[config.mk]
export PLATFORM = sky130hd
export DESIGN_NAME = fft_seq_ctrl
export DESIGN_NICKNAME = d
export VERILOG_FILES = /design/src/rtl/fft_seq_ctrl.sv
export SDC_FILE = /design/constraint.sdc
export NUM_CORES = 1
export LEC_CHECK = 0
export CORE_UTILIZATION = 47
export CTS_BUF_LIST = sky130_fd_sc_hd__clkbuf_2 sky130_fd_sc_hd__clkbuf_4 sky130_fd_sc_hd__clkbuf_8
export DETAILED_ROUTE_END_ITERATION = 16
export PLACE_DENSITY = 0.81
export SLEW_MARGIN = 25
export SYNTH_ARGS = -nofsm -noshare
export SYNTH_HDL_FRONTEND = slang
export SYNTH_SLANG_ARGS = --single-unit
[constraint.sdc]
create_clock -name clk -period 3.38 [get_ports clk]
set_input_delay 1.014 -clock clk [delete_from_list [all_inputs] [get_ports clk]]
set_output_delay 1.014 -clock clk [all_outputs]
set_load 0.01 [all_outputs]
[src/rtl/fft_seq_ctrl.sv]
// fft_seq_ctrl: ordered sample loading, fixed-latency FFT wait, snapshot strobe and result readout sequencing
module fft_seq_ctrl #(
  parameter int N_SAMPLES   = 4,
  parameter int IDX_W       = 2,
  parameter int FFT_LATENCY = 2
) (
  input  logic                 clk,
  input  logic                 rst,
  input  logic                 ena,
  input  logic                 load_pulse,
  input  logic [IDX_W-1:0]     load_addr,
  input  logic                 output_pulse,
  output logic                 wr_en,
  output logic [N_SAMPLES-1:0] wr_sel,
  output logic                 snap_en,
  output logic                 busy,
  output logic                 done,
  output logic [IDX_W-1:0]     rd_idx,
  output logic                 rd_oe,
  output logic [1:0]           state,
  output logic                 err_seq
);
  localparam int LAT_W = $clog2(FFT_LATENCY + 1);
  localparam logic [IDX_W-1:0] LAST = IDX_W'(N_SAMPLES - 1);
  typedef enum logic [1:0] {IDLE, LOAD, COMPUTE, READOUT} state_t;
  state_t state_q, state_d;
  logic [IDX_W-1:0] exp_q, exp_d, rd_q, rd_d;
  logic [LAT_W-1:0] lat_q, lat_d;
  logic snap_q, snap_d, err_q, err_d, busy_q, done_q, oe_q, acc;
  always_comb begin
    acc     = ena & load_pulse & (load_addr == exp_q) & (state_q != COMPUTE);
    state_d = state_q;
    exp_d   = exp_q;
    rd_d    = rd_q;
    lat_d   = lat_q;
    snap_d  = snap_q;
    err_d   = err_q | (ena & load_pulse & ~acc);
    if (ena) begin
      // registered strobe lands in the cycle where lat_q has reached zero
      snap_d = (state_q == COMPUTE) && (lat_q == LAT_W'(1));
      if (acc) begin
        state_d = (load_addr == LAST) ? COMPUTE : LOAD;
        exp_d   = exp_q + IDX_W'(1);
        lat_d   = LAT_W'(FFT_LATENCY);
        rd_d    = '0;
      end else if (state_q == COMPUTE) begin
        lat_d   = (lat_q != '0) ? lat_q - LAT_W'(1) : lat_q;
        state_d = (lat_q == '0) ? READOUT : COMPUTE;
        rd_d    = '0;
      end else if (state_q == READOUT && output_pulse) begin
        rd_d    = rd_q + IDX_W'(1);
        state_d = (rd_q == LAST) ? IDLE : READOUT;
      end
    end
  end
  always_ff @(posedge clk) begin
    if (rst) begin
      state_q <= IDLE;
      exp_q   <= '0;
      rd_q    <= '0;
      lat_q   <= '0;
      snap_q  <= 1'b0;
      err_q   <= 1'b0;
      busy_q  <= 1'b0;
      done_q  <= 1'b0;
      oe_q    <= 1'b0;
    end else begin
      state_q <= state_d;
      exp_q   <= exp_d;
      rd_q    <= rd_d;
      lat_q   <= lat_d;
      snap_q  <= snap_d;
      err_q   <= err_d;
      busy_q  <= state_d == COMPUTE;
      done_q  <= state_d == READOUT;
      oe_q    <= state_d == READOUT;
    end
  end
  assign wr_en   = acc;
  assign wr_sel  = acc ? N_SAMPLES'(1) << load_addr : '0;
  assign snap_en = snap_q & ena;
  assign busy    = busy_q;
  assign done    = done_q;
  assign rd_oe   = oe_q;
  assign rd_idx  = rd_q;
  assign state   = state_q;
  assign err_seq = err_q;
endmodule
-- After elaboration in Yosys (flattened, before gate mapping)
Cells that the tools add are included.
- $add $sub $neg: 3
- equal/unequal tests: 9
- shift operators: 1
- muxes and demuxes: 14
- bitwise gates (word level): 7
- reduce and logical (&&, ||, !) cells: 10
- operators by type and width (operator ; number):
    2-bit two-way mux ; 12
    2-bit equality test (second input constant) ; 6
    2-bit nonzero test ; 3
    1-bit AND ; 5
    2-bit by 1-bit adder with 2-bit output (second input constant) ; 2
    4-bit two-way mux ; 1
    2-bit AND reduction ; 2
    1-bit by 2-bit left shift with 4-bit output (first input constant) ; 1
    3-bit AND reduction ; 1
    3-bit nonzero test ; 1
    2-bit by 1-bit equality test with 1-bit output (second input constant) ; 1
    2-bit equality test ; 1
    1-bit logical AND ; 2
    2-bit zero test ; 1
    2-bit != test (second input constant) ; 1
    2-bit by 1-bit subtractor with 2-bit output (second input constant) ; 1
    1-bit two-way mux ; 1
    1-bit inverter ; 1
    1-bit bitwise OR ; 1
- register bits: 12

-- Logic depth before layout (Yosys ltp)
- depth in word-level cells: 7
- mapped depth: 7
- depth with buffers taken out: 6

-- Worst setup path after synthesis
No wires, ideal clock.
- kind: input to output
- from: input port load_addr[1]
- to: output port wr_sel[1]
- data arrival time: 2.209 ns
- slack: 0.157 ns
- stages on the path: 6
- cells stage by stage: xor2_1 > or4_1 > buf_2 > inv_2 > and2_1 > and2b_1
- longest elaborated chain between the ends: 4
- elaborated cells between the ends (all ways): 5
- classes of those cells: eq/ne: 1; shift: 1; mux: 1; bitwise: 2
- RTL lines (element ; line ; RTL):
    start: declaration ; 11 ; input logic [IDX_W-1:0] load_addr,
    2-bit equality test ; 31 ; acc = ena & load_pulse & (load_addr == exp_q) & (state_q != COMPUTE);
    1-bit AND (2 in series) ; 31 ;
    net wr_en ; 13 ; output logic wr_en,
    4-bit two-way mux ; 80 ; assign wr_sel = acc ? N_SAMPLES'(1) << load_addr : '0;
    end: declaration ; 14 ; output logic [N_SAMPLES-1:0] wr_sel,
The timed path passes the listed nets, and every way through them passes these cells.

-- Final worst setup path
- from: input port load_addr[0]
- to: output port wr_sel[1]
- longest elaborated chain between the ends: 4
- elaborated cells between the ends (all ways): 5
- classes of those cells: eq/ne: 1; shift: 1; mux: 1; bitwise: 2
- RTL lines (element ; line):
    2-bit equality test ; 31
    1-bit AND (2 in series) ; 31
    4-bit two-way mux (*) ; 80
Mark *: on every way between the ends. The rest lies on a longest branch, timed or not.

==> results.ini <==
[global_routing]
antenna_found_initial=0
grt_pass1_wl_mm=2.456
grt_max_degree=12
grt_remaining_overflow=0
grt_usage_pct=23.74
grt_pass1_vias=602

[job]
drv_cap=0

[power_and_ir_drop]
p_leak_nw=0.4225
p_per_area_nw_per_um2=337.5
irDropWorstVdd_uv=275.6

[timing]
min_period_over_period_pct=97.48
relSlewSlack_pct=71.86
slew_violations=0
setup_viol=0
period_minus_slack_ns=3.295
fmax_mhz=303.5
final.setup.tns_ns=0
worst_pin_slew_ns=0.4208
hold_viol_final=0
skew_ns=0.001711
rsz0062_at_grt=no

[cts]
cts_buffer_depth=2
clock_latency_ns=0.28
cts.clk_slew.worst_paths_ns=0.08
root_buffer=clkbuf_4
cts_made_buffers=3
tritoncts=built
cts_hold_buf=0
htreeDepth=1
clock_sinks=12

[synth]
synth_area_leaders=dfxtp_1 36%, ha_1 5.6%, xor2_1 3.9%
synth-edff-count=0
syn-cell-area_um2=674.4
synth_nets=84
synth_top_cell_area_share_pct=35.62
yosys.area_share.simple_pct=29.68
synthAdderAreaFrac_pct=5.566
ys_seq_area_share_pct=35.62
yosys_warnings=0
synth_compound_area_share_pct=15.77
synthMuxAreaShare_pct=3.711
synth_common_cells=12 x dfxtp_1, 5 x nor2_1, 4 x nand2_1, 4 x nand3_1
ys_ff_latch=12
synth_xor_area_share_pct=3.896
syn_area_per_cell_um2=9.113
synth_top_family_by_area=simple AND/OR/NAND/NOR gates
synth_top_cell_by_area=dfxtp_1
synth.most_common_cell=dfxtp_1
synthDistinctLibCells=36
synthCells=74
synth_flop_cell=dfxtp_1
synthArstFlopShare_pct=0

[place]
dp.final_hpwl_mm=1.165
place.gp.congestion=0.7501
port_buffers=20

[detailed_routing]
route.vias.total=650
post_drt_wl_per_cell_um=13.36
first_iter_violations=18
drc=0
totalWireLength_mm=1.630
first_pass_iters=4
vias_per_cell=5.328
antenna_left=0

[die]
die-area_um2=1590
start_util_pct=51.19
dieWidth_um=39.88
rows=13
io_pins=21
core_um2=1318
dieHeight_um=39.88

[worst_setup_path]
crit_fanout=4
crit_path_start_kind=input pin
worstSetupEndpointType=primary output
crit_type=in -> out
crit_required_ns=2.37
cp.arrival_ns=2.28

[final_layout]
diodes=0
nets=118
areaGrowthSynthToFinish_pct=49.72
final_core_util_pct=76.64
layout-drive-gt1-share_pct=35.51

[min_path]
min_path_type=reg -> reg

[status]
status=completed

## state kept, by name (all words and copies together), names as in the netlist
signal	flops
exp_q	2
rd_idx	2
busy	1
rd_oe	1
lat_q	2
err_seq	1
state	2
snap_q	1
## final cells by class
class | count | area (um^2)
Clock buffer | 4 | 36.28
Sequential cell | 12 | 240.2
Timing Repair Buffer | 33 | 275.3
Fill cell | 101 | 307.8
Inverter | 4 | 15.01
Multi-Input combinational cell | 54 | 424.2
Tap cell | 15 | 18.77
## critical path, cell delays in order
cell      delay, ns
clkbuf_2       0.11
xor2_2         0.16
or4_4          0.56
inv_2          0.08
and2_4         0.14
and2b_1        0.10
buf_2          0.12
## cell families after synthesis
kind of cell	Yosys count
AOI/OAI and AO/OA	13
and+or+nand+nor	33
buffers and inverters	8
xor gates and xnor gates	3
muxes	2
DFF	12
adders and majority gates	3
## stage by stage
step | instance area, um^2 | total power, mW | hold WS [ns] | std cells | setup WS [ns]
floorplan | 674.4 | 0.1899 | 0.4406 | 74 | 0.1568
global placement | 959.7 | 0.2229 | 0.4521 | 117 | -0.6934
detailed placement | 959.7 | 0.2245 | 0.4584 | 117 | -0.7221
CTS | 1003 | 0.3408 | 0.4714 | 122 | 0.007734
global route | 1010 | 0.3538 | 0.5061 | 122 | 0.02378
finish | 1010 | 0.3408 | 0.4717 | 122 | 0.08513
## report_power, final
group	internal (mW)	total [mW]	switching [mW]
Combinational	0.0391	0.0716	0.0326
Sequential	0.147	0.153	0.00572
Clock	0.0656	0.116	0.0508
## layer usage
layer,vias to the layer above,GRT usage (%),wire (um)
met5,-,0,0
met4,0,12.93,34
met3,5,3.409,75
met2,28,41.94,795
met1,291,26.44,725
li1,326,-,-
## layout by cell type (no fill, tap or decap), types with 2 or more instances in the layout
cell type,instances
dfxtp_1,12
clkdlybuf4s50_1,11
dlygate4sd2_1,2
buf_4,12
nor2b_1,3
ha_1,3
nor3_2,2
nor3_1,3
nand3b_1,2
xor2_2,2
clkbuf_2,2
inv_1,3
nand3_1,4
a21oi_1,3
nand2_1,4
nor2_1,4
clkbuf_4,3
and2_1,2
buf_2,3
## worst paths after layout
path | endpoint | cells after the start | slack [ns] | start
worst max-delay path | wr_sel[1] | 7 | 0.09 | load_addr[0]
worst min-delay path | snap_q | 2 | 0.47 | snap_q
worst max register to register | busy | 7 | 1.28 | exp_q[0]
worst min register to register | snap_q | 2 | 0.47 | snap_q
## repair_timing
item                       in CTS  in global routing
buffers inserted                1                  0
resized for setup              27                  5
setup endpoints to repair       5                  5
pin swaps                       3                  2
Power figures use the tool's default switching activity.
